--- config.mk ---
export PLATFORM = sky130hd
export DESIGN_NAME = apb_cfg_completer
export DESIGN_NICKNAME = d
export VERILOG_FILES = /design/src/rtl/apb_cfg_pkg.sv /design/src/rtl/apb_cfg_regfile.sv /design/src/rtl/apb_cfg_completer.sv
export SDC_FILE = /design/constraint.sdc
export NUM_CORES = 1
export LEC_CHECK = 0
export CAP_MARGIN = 15
export CORE_ASPECT_RATIO = 0.8
export CORE_UTILIZATION = 47
export DETAILED_ROUTE_END_ITERATION = 8
export PLACE_DENSITY = 0.88
export SYNTH_ARGS = -nofsm -noshare
export SYNTH_HDL_FRONTEND = slang
export SYNTH_SLANG_ARGS = --single-unit
--- constraint.sdc ---
create_clock -name clk -period 2.4 [get_ports clk]
set_input_delay 0.48 -clock clk [delete_from_list [all_inputs] [get_ports clk]]
set_output_delay 0.48 -clock clk [all_outputs]
set_load 0.01 [all_outputs]
--- src/rtl/apb_cfg_pkg.sv ---
// Shared constants and types for the APB configuration completer.
// Falls back to the link-wide APB maxima when the agent defines are not already present.
`ifndef AY_APB_MAX_ADDR_WIDTH
`define AY_APB_MAX_ADDR_WIDTH 16
`endif
`ifndef AY_APB_MAX_DATA_WIDTH
`define AY_APB_MAX_DATA_WIDTH 32
`endif

package apb_cfg_pkg;

   localparam int unsigned ADDR_CTRL     = 32'h0000_0000;
   localparam int unsigned ADDR_STATUS   = 32'h0000_0008;
   localparam int unsigned ADDR_IRQ_EN   = 32'h0000_00F0;
   localparam int unsigned ADDR_IRQ_STAT = 32'h0000_00F4;

   // Wide enough for WAIT_STATES in 0..7
   localparam int unsigned WAIT_CNT_W = 3;

   typedef enum logic [1:0] {
      IDLE,
      SETUP,
      ACCESS,
      RESP
   } apb_cmp_state_e;

endpackage

--- src/rtl/apb_cfg_regfile.sv ---
// Register storage, address decode, error generation and interrupt set/W1C logic
// for the aligner core configuration space.
module apb_cfg_regfile
   import apb_cfg_pkg::*;
#(
   parameter int unsigned ADDR_WIDTH = `AY_APB_MAX_ADDR_WIDTH,
   parameter int unsigned DATA_WIDTH = `AY_APB_MAX_DATA_WIDTH,
   parameter int unsigned IRQ_W      = 5
) (
   input  logic                  clk,
   input  logic                  preset,
   input  logic [ADDR_WIDTH-1:0] addr,
   input  logic                  wr,
   input  logic [DATA_WIDTH-1:0] wdata,
   input  logic                  we,
   input  logic [DATA_WIDTH-1:0] status_i,
   input  logic [IRQ_W-1:0]      irq_set_i,
   output logic [DATA_WIDTH-1:0] rdata,
   output logic                  err,
   output logic [DATA_WIDTH-1:0] ctrl_o,
   output logic                  irq_o
);

   logic [DATA_WIDTH-1:0] ctrl_q;
   logic [IRQ_W-1:0]      irq_en_q;
   logic [IRQ_W-1:0]      irq_stat_q;
   logic [IRQ_W-1:0]      irq_clr;
   logic                  hit_ctrl, hit_status, hit_irq_en, hit_irq_stat;

   // Full-width compares: no aliasing of the map into higher addresses
   assign hit_ctrl     = (addr == ADDR_WIDTH'(ADDR_CTRL));
   assign hit_status   = (addr == ADDR_WIDTH'(ADDR_STATUS));
   assign hit_irq_en   = (addr == ADDR_WIDTH'(ADDR_IRQ_EN));
   assign hit_irq_stat = (addr == ADDR_WIDTH'(ADDR_IRQ_STAT));

   always_comb begin
      rdata = '0;
      err   = 1'b0;
      if (addr[1:0] != 2'b00) begin
         err = 1'b1;
      end else if (hit_ctrl) begin
         rdata = ctrl_q;
      end else if (hit_status) begin
         rdata = status_i;
         err   = wr;
      end else if (hit_irq_en) begin
         rdata = DATA_WIDTH'(irq_en_q);
      end else if (hit_irq_stat) begin
         rdata = DATA_WIDTH'(irq_stat_q);
      end else begin
         err = 1'b1;
      end
   end

   assign irq_clr = (we && hit_irq_stat) ? wdata[IRQ_W-1:0] : '0;

   always_ff @(posedge clk) begin
      if (preset) begin
         ctrl_q     <= '0;
         irq_en_q   <= '0;
         irq_stat_q <= '0;
      end else begin
         if (we && hit_ctrl) begin
            ctrl_q <= wdata;
         end
         if (we && hit_irq_en) begin
            irq_en_q <= wdata[IRQ_W-1:0];
         end
         // A new event outranks a simultaneous W1C clear of the same bit
         irq_stat_q <= (irq_stat_q & ~irq_clr) | irq_set_i;
      end
   end

   assign ctrl_o = ctrl_q;
   assign irq_o  = |(irq_stat_q & irq_en_q);

endmodule

--- src/rtl/apb_cfg_completer.sv ---
// APB completer for the aligner core configuration space: transfer FSM, programmable
// wait states, request latching and registered pready/prdata/pslverr.
module apb_cfg_completer
   import apb_cfg_pkg::*;
#(
   parameter int unsigned ADDR_WIDTH  = `AY_APB_MAX_ADDR_WIDTH,
   parameter int unsigned DATA_WIDTH  = `AY_APB_MAX_DATA_WIDTH,
   parameter int unsigned WAIT_STATES = 0,
   parameter int unsigned IRQ_W       = 5
) (
   input  logic                  clk,
   input  logic                  preset,
   input  logic [ADDR_WIDTH-1:0] paddr,
   input  logic                  pwrite,
   input  logic                  psel,
   input  logic                  penable,
   input  logic [DATA_WIDTH-1:0] pwdata,
   output logic                  pready,
   output logic [DATA_WIDTH-1:0] prdata,
   output logic                  pslverr,
   input  logic [DATA_WIDTH-1:0] status_i,
   input  logic [IRQ_W-1:0]      irq_set_i,
   output logic [DATA_WIDTH-1:0] ctrl_o,
   output logic                  irq_o
);

   apb_cmp_state_e        state_q, state_d, state_eff;
   logic [ADDR_WIDTH-1:0] addr_q, addr_d;
   logic                  wr_q, wr_d;
   logic [DATA_WIDTH-1:0] wdata_q, wdata_d;
   logic [WAIT_CNT_W-1:0] cnt_q, cnt_d;
   logic                  pready_q, pready_d;
   logic [DATA_WIDTH-1:0] prdata_q, prdata_d;
   logic                  pslverr_q, pslverr_d;
   logic                  reg_we;
   logic [DATA_WIDTH-1:0] rf_rdata;
   logic                  rf_err;

   always_comb begin
      // SETUP coincides with the bus setup cycle so that pready lands at S+2+WAIT_STATES
      state_eff = state_q;
      if ((state_q == IDLE || state_q == RESP) && psel && !penable) begin
         state_eff = SETUP;
      end

      state_d   = IDLE;
      addr_d    = addr_q;
      wr_d      = wr_q;
      wdata_d   = wdata_q;
      cnt_d     = cnt_q;
      pready_d  = 1'b0;
      prdata_d  = '0;
      pslverr_d = 1'b0;
      reg_we    = 1'b0;

      case (state_eff)
         IDLE: begin
            state_d = IDLE;
         end
         SETUP: begin
            addr_d  = paddr;
            wr_d    = pwrite;
            wdata_d = pwdata;
            cnt_d   = WAIT_CNT_W'(WAIT_STATES);
            state_d = ACCESS;
         end
         ACCESS: begin
            if (psel && penable) begin
               if (cnt_q != '0) begin
                  cnt_d   = cnt_q - WAIT_CNT_W'(1);
                  state_d = ACCESS;
               end else begin
                  pready_d  = 1'b1;
                  pslverr_d = rf_err;
                  prdata_d  = (rf_err || wr_q) ? '0 : rf_rdata;
                  state_d   = RESP;
               end
            end
         end
         RESP: begin
            reg_we  = psel && penable && wr_q && !pslverr_q;
            state_d = IDLE;
         end
         default: begin
            state_d = IDLE;
         end
      endcase
   end

   always_ff @(posedge clk) begin
      if (preset) begin
         state_q   <= IDLE;
         addr_q    <= '0;
         wr_q      <= 1'b0;
         wdata_q   <= '0;
         cnt_q     <= '0;
         pready_q  <= 1'b0;
         prdata_q  <= '0;
         pslverr_q <= 1'b0;
      end else begin
         state_q   <= state_d;
         addr_q    <= addr_d;
         wr_q      <= wr_d;
         wdata_q   <= wdata_d;
         cnt_q     <= cnt_d;
         pready_q  <= pready_d;
         prdata_q  <= prdata_d;
         pslverr_q <= pslverr_d;
      end
   end

   apb_cfg_regfile #(
      .ADDR_WIDTH (ADDR_WIDTH),
      .DATA_WIDTH (DATA_WIDTH),
      .IRQ_W      (IRQ_W)
   ) u_regfile (
      .clk       (clk),
      .preset    (preset),
      .addr      (addr_q),
      .wr        (wr_q),
      .wdata     (wdata_q),
      .we        (reg_we),
      .status_i  (status_i),
      .irq_set_i (irq_set_i),
      .rdata     (rf_rdata),
      .err       (rf_err),
      .ctrl_o    (ctrl_o),
      .irq_o     (irq_o)
   );

   assign pready  = pready_q;
   assign prdata  = prdata_q;
   assign pslverr = pslverr_q;

endmodule

After elaboration in Yosys (flattened, before gate mapping)
Index checks and enable logic that the tools add are counted.
Word-level totals
  register bits: 130
  input port bits: 90
  output and inout port bits: 67
  logic and storage cells: 70
Operators by class
  add/subtract/negate cells: 1
  eq/ne operators: 9
  multiplexer cells: 19
  bitwise operators: 6
  reduce and logical (&&, ||, !) cells: 24
Operator list (count)
  $mux W32: 3
  $eq A16 B8 Y1 const B: 2
  $eq A16 B4 Y1 const B: 1
  $logic_not A16 Y1: 1
  $and A5 B5 Y5: 2
  $mux W5: 2
  $logic_and A1 B1 Y1: 8
  $mux W1: 8
  $eq A2 B2 Y1 const B: 3
  $mux W3: 2
  $pmux W2 S3: 1
  $pmux W3 S2: 1
  $reduce_or A6 Y1: 1
  $not A5 Y5: 1
  $or A5 B5 Y5: 1
  $reduce_or A5 Y1: 1
  $logic_not A2 Y1: 2
  $mux W2: 2
  $ne A2 B2 Y1 const B: 2
  $reduce_bool A2 Y1: 2
  $reduce_or A4 Y1: 1
  $reduce_and A3 Y1: 1
  $reduce_bool A3 Y1: 1
  $reduce_or A3 Y1: 1
  other kinds (6): 9

Depth between registers and ports, before layout
Gate-level depths: netlist (run 1).
  word-level depth: 12
  depth in mapped cells: 8
  depth with buffers taken out: 6

Modules after synthesis
Synthesis (run 1) repeated with hierarchy kept, for this count alone.
Unflattened totals
  cells, all modules: 609
  area, all modules: 5316.3 µm²
Modules (own cells, without submodules)
  apb_cfg_completer: times used 1, cells each 330, area an instance 3061.7 µm², seq. area each 1761.7 µm²
  apb_cfg_regfile: times used 1, cells each 279, area an instance 2254.7 µm², seq. area each 840.8 µm²

Worst setup path before layout (run 1)
Ideal clock, no wire load.
  kind: reg2reg
  start: register addr_q[2]
  end: register u_regfile.ctrl_q[26] (netlist: u_regfile.ctrl_o[26])
  setup time: 0.132 ns
  arrival: 1.694 ns
  data required time: 2.268 ns
  setup slack: 0.574 ns
  stages on the path, launching flop included: 7
  path buffers: 2
  clock period less this slack: 1.826 ns
  cells stage by stage: dfxtp_1 > or4_4 > or2_1 > buf_4 > buf_6 > o31ai_1 > a21oi_1
On the way
  longest elaborated chain between the ends: 2
RTL lines
  start, declared: line apb_cfg_completer.sv:28  | logic [ADDR_WIDTH-1:0] addr_q, addr_d;
  start signal, assigned: line apb_cfg_completer.sv:102  | addr_q <= addr_d;
  $logic_not A16 Y1: line apb_cfg_regfile.sv:31  | assign hit_ctrl = (addr == ADDR_WIDTH'(ADDR_CTRL));
  $logic_and A1 B1 Y1: line apb_cfg_regfile.sv:63  | if (we && hit_ctrl) begin
  end signal, assigned: line apb_cfg_regfile.sv:64  | ctrl_q <= wdata;
  end, declared: line apb_cfg_regfile.sv:24  | logic [DATA_WIDTH-1:0] ctrl_q;
Every way passes these cells.
A chain may end at the register's enable or synchronous reset.

Worst setup path in the final report (run 1)
  start: register addr_q[10]
  end: register prdata_q[12] (netlist: prdata[12])
On the way
  longest elaborated chain between the ends: 8
  elaborated cells between the ends (all ways): 13
  classes of those cells: eq/ne (3); mux (7); reduce/logical (3)
RTL lines
  $eq A16 B8 Y1: line apb_cfg_regfile.sv:34  | assign hit_irq_stat = (addr == ADDR_WIDTH'(ADDR_IRQ_STAT));
  $mux W1: line apb_cfg_regfile.sv:48  | end else if (hit_irq_stat) begin
  $mux W1: line apb_cfg_regfile.sv:46  | end else if (hit_irq_en) begin
  $mux W1: line apb_cfg_regfile.sv:43  | end else if (hit_status) begin
  $mux W1: line apb_cfg_regfile.sv:41  | end else if (hit_ctrl) begin
  $mux W1: line apb_cfg_regfile.sv:39  | if (addr[1:0] != 2'b00) begin
  $logic_or A1 B1 Y1: line apb_cfg_completer.sv:75  | prdata_d = (rf_err || wr_q) ? '0 : rf_rdata;
  $reduce_or A6 Y1 (no source line)
  end signal, assigned: line apb_cfg_completer.sv:107  | prdata_q <= prdata_d;
  end, declared: line apb_cfg_completer.sv:33  | logic [DATA_WIDTH-1:0] prdata_q, prdata_d;
Parallel ways exist; a longest one is shown, timed or not.

==> results of run 1 <==
==> power groups by stage <==
stage | Clock, uW | Sequential (uW) | Combinational, uW
floorplan | 0 | 2280 | 392
global placement | 0 | 2290 | 621
detailed placement | 0 | 2290 | 646
CTS | 2780 | 2250 | 653
global route | 2890 | 2250 | 711
finish | 2770 | 2250 | 668
==> worst min-delay path, delay by kind of cell, from the launching register on <==
kind             cells  cell delay (ps)
AND/OR/NAND/NOR      1               50
AO/OA/AOI/OAI        1               50
flip-flops           1              310
==> metal layers <==
layer	wire, um	GRT usage	vias up
met3	1450	0.0693	45
met5	0	0	-
met1	6620	0.354	2546
li1	-	-	2510
met4	357	0.116	0
met2	7760	0.474	321
==> cells in the final DEF, fill, tap and decap left out, types with 13 or more instances in the layout <==
master,n
clkbuf_16,17
nand2_1,105
nand4_1,39
clkdlybuf4s50_1,155
a21oi_1,116
buf_4,18
o31ai_1,37
dfxtp_1,130
nor2_1,13
nand3_1,57
==> per-stage QoR <==
step / total power, uW / area, um2 / hold slack, ps / setup WS [ps]
detailed placement: 2940 / 6840 / 448 / 106
global placement: 2910 / 6840 / 440 / 217
CTS: 5680 / 7480 / 456 / 224
finish: 5690 / 7480 / 459 / 216
floorplan: 2670 / 5200 / 432 / 574
global route: 5850 / 7480 / 472 / 96.4
==> layout make-up <==
type	count	area [um2]
fillers	805	3010
flip-flops and latches	130	2600
multi-input cells	422	2320
repair buffers	175	1710
clock buffers	18	429
clock inverters	14	203
well taps	140	175
inverters	10	37.5
==> cells by family (layout without fill, tap and decap cells) <==
kind of cell | after synthesis | after routing | share of synthesized area
AO/OA/AOI/OAI | 177 | 177 | 0.205
XOR/XNOR | 1 | 1 | 0.00169
adder cells (fa/ha/maj) | 3 | 3 | 0.00722
buffers and inverters | 69 | 217 | 0.0580
flip-flops | 130 | 130 | 0.501
multiplexers | 5 | 5 | 0.00963
AND/OR/NAND/NOR | 236 | 236 | 0.218
==> sequential cells by signal, summed over array words and instances (netlist names) <==
register	count
state_q	2
u_regfile.ctrl_o	32
u_regfile.irq_en_q	5
pready	1
wdata_q	32
addr_q	16
cnt_q	3
wr_q	1
prdata	32
u_regfile.irq_stat_q	5
pslverr	1
==> path summary, 6_finish.rpt <==
path                             startpoint          end  cells past startpoint
worst max-delay path             addr_q[10]   prdata[12]                      5
worst min-delay path            wdata_q[31]  wdata_q[31]                      2
worst max register to register   addr_q[10]   prdata[12]                      5
worst min register to register  wdata_q[31]  wdata_q[31]                      2
==> repair_timing <==
item                                    in CTS  in global routing
hold buffers                                 0                  0
setup buffers                                0                  0
endpoints found under the setup margin       0                  2
gates resized for setup                      0                  1
==> results.py, run 1 <==
metrics = {
    "status": {
        "status": "completed",
    },
    "yosys": {
        "synthTopCellsByArea": "dfxtp_1 50%, a21oi_1 11%, nand2_1 7.6%",
        "syn_inst": 621,
        "synth_warnings": 0,
        "synth_nets": 714,
        "yosysTopAreaCellShare": 0.501,
        "synth_edf_count": 0,
        "yosysSeqAreaShare": 0.501,
        "syn_area_per_cell_um2": 8.37,
        "yosysMostFrequentCell": "dfxtp_1",
        "synth_common_cells": "130 x dfxtp_1, 116 x a21oi_1, 105 x nand2_1",
        "syn_area_mm2": 0.00520,
        "synth_ff_type": "dfxtp_1",
        "ys_types": 40,
        "ys_async_sr_fraction": 0,
        "synth_seq_cells": 130,
        "synth_top_cell_by_area": "dfxtp_1",
    },
    "timing": {
        "fmax_mhz": 458,
        "slew_viol_final": 0,
        "fin_skew_ps": 8.73,
        "fin_crit_sh": 0.910,
        "hold_viol_final": 0,
        "post-route-min-period_ps": 2180,
        "maxSlewHeadroom": 0.568,
        "rsz0062_at_grt": "false",
        "finalSetupTns_ps": 0,
        "worst_pin_slew_ps": 642,
        "setup_viol": 0,
    },
    "worst_setup_path": {
        "path_cells": "nor4_1 > and3_1 > buf_4 > nand3_1 > a21oi_1",
        "worst_path_max_delay_cell": "nor4_1",
        "critPathBufInv": 1,
        "critPathMaxStageDelay_ps": 590,
        "crit_path_max_fanout": 27,
        "cp.required_ps": 2730,
        "worst-setup-path-type": "reg2reg",
        "crit_path_end_kind": "flip-flop",
        "path_delay_family": "simple AND/OR/NAND/NOR gates",
        "cp-start-kind": "flip-flop",
        "reg2reg_slack_ps": 220,
        "arrival_ps": 2510,
    },
    "global_route": {
        "antenna_found_initial": 0,
        "track_usage": 0.283,
        "grt_pass1_vias": 5133,
        "grt_pass1_wl_um": 25400,
        "grt-ovfl-total": 0,
        "grt_max_degree": 51,
    },
    "power": {
        "power_density_mw_per_mm2": 760,
        "combinationalPowerShare": 0.117,
        "irDropWorstVdd_uv": 606,
        "netSwitchingFraction": 0.261,
        "power_frac_clock": 0.487,
        "p_sw_uw": 1480,
        "leakage_uw": 0.00255,
        "power.internal_uw": 4200,
        "seqPwrFrac": 0.395,
    },
    "floorplan": {
        "dieArea_mm2": 0.0115,
        "start_util": 0.496,
        "rows": 33,
        "die_w_um": 120,
        "die_h_um": 96.1,
        "ios": 157,
        "core_mm2": 0.0105,
    },
    "drt": {
        "drc": 0,
        "drt_first_pass_iters": 6,
        "drt_iter0_drc": 620,
        "via_count": 5422,
        "viasPerCell": 5.96,
        "wire_per_inst_um": 17.8,
        "ant_nets": 0,
        "finalWirelength_um": 16200,
    },
    "layout": {
        "final_nets": 849,
        "finalNonFillerCells": 909,
        "postLayoutCoreUtil": 0.713,
        "area_growth_pct": 44.0,
        "drive_above_1_share": 0.0793,
        "n_antenna_cell": 0,
    },
    "clock_tree": {
        "clk_path_buf_depth": 2,
        "htree_levels": 4,
        "numCtsBuffers": 17,
        "clockRootBuffer": "clkbuf_16",
        "insertion_delay_ps": 420,
        "cts_sinks": 130,
        "clk_pin_slew_worst_paths_ps": 60,
        "cts_tree": "done",
    },
    "placement": {
        "io_buffers": 156,
        "place_inst": 877,
        "dp_hpwl_um": 10600,
        "gp_congestion": 0.868,
    },
    "hold_path": {
        "min_path_type": "reg2reg",
    },
    "run": {
        "maxCapViolCount": 0,
    },
}
(Power assumes the default switching activity.)
==> inputs of run 2 (changes only) <==
--- a/config.mk
+++ b/config.mk
@@ -7,9 +7,11 @@
 export LEC_CHECK = 0
 export CAP_MARGIN = 15
 export CORE_ASPECT_RATIO = 0.8
-export CORE_UTILIZATION = 47
+export CORE_UTILIZATION = 42
+export CTS_CLUSTER_DIAMETER = 200
 export DETAILED_ROUTE_END_ITERATION = 8
-export PLACE_DENSITY = 0.88
+export PLACE_DENSITY = 0.84
+export REMOVE_ABC_BUFFERS = 1
 export SYNTH_ARGS = -nofsm -noshare
 export SYNTH_HDL_FRONTEND = slang
 export SYNTH_SLANG_ARGS = --single-unit
==> constraint.sdc (replaced) <==
create_clock -name clk -period 2 [get_ports clk]
set_input_delay 0.4 -clock clk [delete_from_list [all_inputs] [get_ports clk]]
set_output_delay 0.4 -clock clk [all_outputs]
set_load 0.01 [all_outputs]
==> results.py, run 2 (synthesis results as in run 1) <==
metrics = {
    "power": {
        "leakage_uw": 0.00261,
        "power_density_mw_per_mm2": 872,
        "power.internal_uw": 4900,
        "netSwitchingFraction": 0.260,
        "power_frac_clock": 0.459,
        "irDropWorstVdd_uv": 557,
        "combinationalPowerShare": 0.134,
        "p_sw_uw": 1720,
        "total_power_uw": 6620,
        "seqPwrFrac": 0.407,
    },
    "timing": {
        "fin_skew_ps": 11.7,
        "worst_pin_slew_ps": 948,
        "fin_crit_sh": 0.958,
        "finalSetupTns_ps": 0,
        "hold_viol_final": 0,
        "rsz0062_at_grt": "false",
        "slew_viol_final": 0,
        "maxSlewHeadroom": 0.368,
        "post-route-min-period_ps": 1920,
        "fmax_mhz": 522,
        "setup_viol": 0,
    },
    "clock_tree": {
        "clk_path_buf_depth": 2,
        "insertion_delay_ps": 410,
        "cts_setup_buffers": 0,
        "clk_pin_slew_worst_paths_ps": 60,
        "holdBufCountCts": 0,
        "numCtsBuffers": 17,
        "clockRootBuffer": "clkbuf_16",
        "cts_tree": "done",
        "cts_sinks": 130,
        "htree_levels": 4,
    },
    "worst_setup_path": {
        "endpoint": "u_regfile.irq_stat_q[3]",
        "reg2reg_slack_ps": 80,
        "path_cells": "nor4_1 > buf_4 > and3_1 > buf_12 > and4_1 > a311oi_1",
        "critPathMaxStageDelay_ps": 350,
        "rr_endpoint": "u_regfile.irq_stat_q[3]",
        "worst-setup-path-type": "reg2reg",
        "r2r_start": "addr_q[14]",
        "worst_path_max_delay_cell": "and4_1",
        "ff2ff_path_depth": 6,
        "crit_path_end_kind": "flip-flop",
        "crit_path_max_fanout": 36,
        "arrival_ps": 2160,
        "cp.required_ps": 2240,
        "crit_start": "addr_q[14]",
        "cp-start-kind": "flip-flop",
    },
    "floorplan": {
        "ios": 157,
        "rows": 35,
        "dieArea_mm2": 0.0128,
        "start_util": 0.441,
        "die_w_um": 126,
        "die_h_um": 102,
        "core_mm2": 0.0118,
    },
    "drt": {
        "viasPerCell": 5.81,
        "via_count": 5364,
        "wire_per_inst_um": 17.5,
        "finalWirelength_um": 16200,
        "drt_first_pass_iters": 5,
        "ant_nets": 0,
        "drt_iter0_drc": 612,
        "drc": 0,
    },
    "layout": {
        "n_antenna_cell": 0,
        "area_growth_pct": 46.2,
        "final_cell_mix": "154 x clkdlybuf4s50_1, 130 x dfxtp_1, 116 x a21oi_1",
        "design_area_mm2": 0.00760,
        "drive_above_1_share": 0.0876,
        "layout_commonest_cell": "clkdlybuf4s50_1",
        "final_nets": 856,
    },
    "status": {
        "status": "completed",
    },
    "placement": {
        "gp_congestion": 0.844,
        "dp_hpwl_um": 10400,
        "dpl-instance-area_mm2": 0.00701,
        "io_buffers": 156,
    },
    "global_route": {
        "track_usage": 0.255,
        "grt_max_degree": 94,
        "grt-ovfl-total": 0,
        "antenna_found_initial": 0,
        "grt_pass1_vias": 5255,
        "grt_pass1_wl_um": 25700,
    },
    "run": {
        "maxCapViolCount": 0,
    },
    "hold_path": {
        "min_path_type": "in2reg",
    },
}
## run 2: cell types whose count changed in the layout (fill, tap and decap cells not counted), moves of 3 or more
| cell | previous run | this run |
|---|---|---|
| clkinv_4 | 3 | 0 |
| inv_6 | 3 | 0 |
| clkinv_2 | 0 | 3 |
| bufinv_16 | 4 | 1 |
| buf_12 | 1 | 9 |
| clkbuf_8 | 0 | 6 |
## run 2: worst min path at each step
stage / startpoint / endpoint / slack (ps) / depth (start not counted)
after floorplan: addr_q[13] / addr_q[13] / 430 / 2
after detailed placement: wdata_q[15] / wdata_q[15] / 450 / 2
after CTS: preset / wr_q / 230 / 2
after global routing: preset / state_q[1] / 230 / 2
after global placement: wdata_q[20] / wdata_q[20] / 440 / 2
final: preset / wr_q / 230 / 2
## run 2: stage by stage
step                setup slack [ps]  utilization  hold slack [ps]  cells
floorplan                      -1130            -              425    562
global placement                20.8        0.595              438    892
detailed placement             -65.5        0.595              446    892
CTS                             43.9        0.645              227    924
global route                    8.59        0.645              226    924
finish                          84.8        0.645              233    924
## run 2: layer usage
metal  vias up  track usage  wire length, um
li1       2518            -                -
met1      2545        0.319             6930
met2       281        0.422             7760
met3        20       0.0755             1290
met4         0       0.0945              218
met5         -            0                0
## run 2: final cells by class
cell class	instances	area [um2]
Fill cell	921	4180
Sequential cell	130	2600
Multi-Input combinational cell	422	2320
Timing Repair Buffer	182	1860
Clock buffer	24	512
Tap cell	148	185
Clock inverter	8	75.1
Inverter	10	37.5
## run 2: power groups by stage
stage / combinational, uW / clock, uW / sequential [uW]
global placement: 850 / 0 / 2750
floorplan: 350 / 0 / 2740
finish: 889 / 3040 / 2700
CTS: 874 / 3060 / 2690
detailed placement: 864 / 0 / 2750
global route: 944 / 3190 / 2700
## run 2: critical path, delay by kind of cell (launching register included)
family / cells / cell delay [ps]
compound gates: 1 / 120
buf+inv: 2 / 420
flops: 1 / 320
simple gates: 3 / 890
## run 2: repair_timing
action	4_1_cts	5_1_grt
setup endpoints to repair	1	1
gates resized for setup	1	1
cloned	0	0
==> inputs of run 3 (changes only) <==
--- a/config.mk
+++ b/config.mk
@@ -5,7 +5,7 @@
 export SDC_FILE = /design/constraint.sdc
 export NUM_CORES = 1
 export LEC_CHECK = 0
-export CAP_MARGIN = 15
+export CAP_MARGIN = 20
 export CORE_ASPECT_RATIO = 0.8
 export CORE_UTILIZATION = 42
 export CTS_CLUSTER_DIAMETER = 200
@@ -15,3 +15,4 @@
 export SYNTH_ARGS = -nofsm -noshare
 export SYNTH_HDL_FRONTEND = slang
 export SYNTH_SLANG_ARGS = --single-unit
+export TNS_END_PERCENT = 100
==> results of run 3 <==
No change in the layout: final DEF, timing and power equal those of run 2.
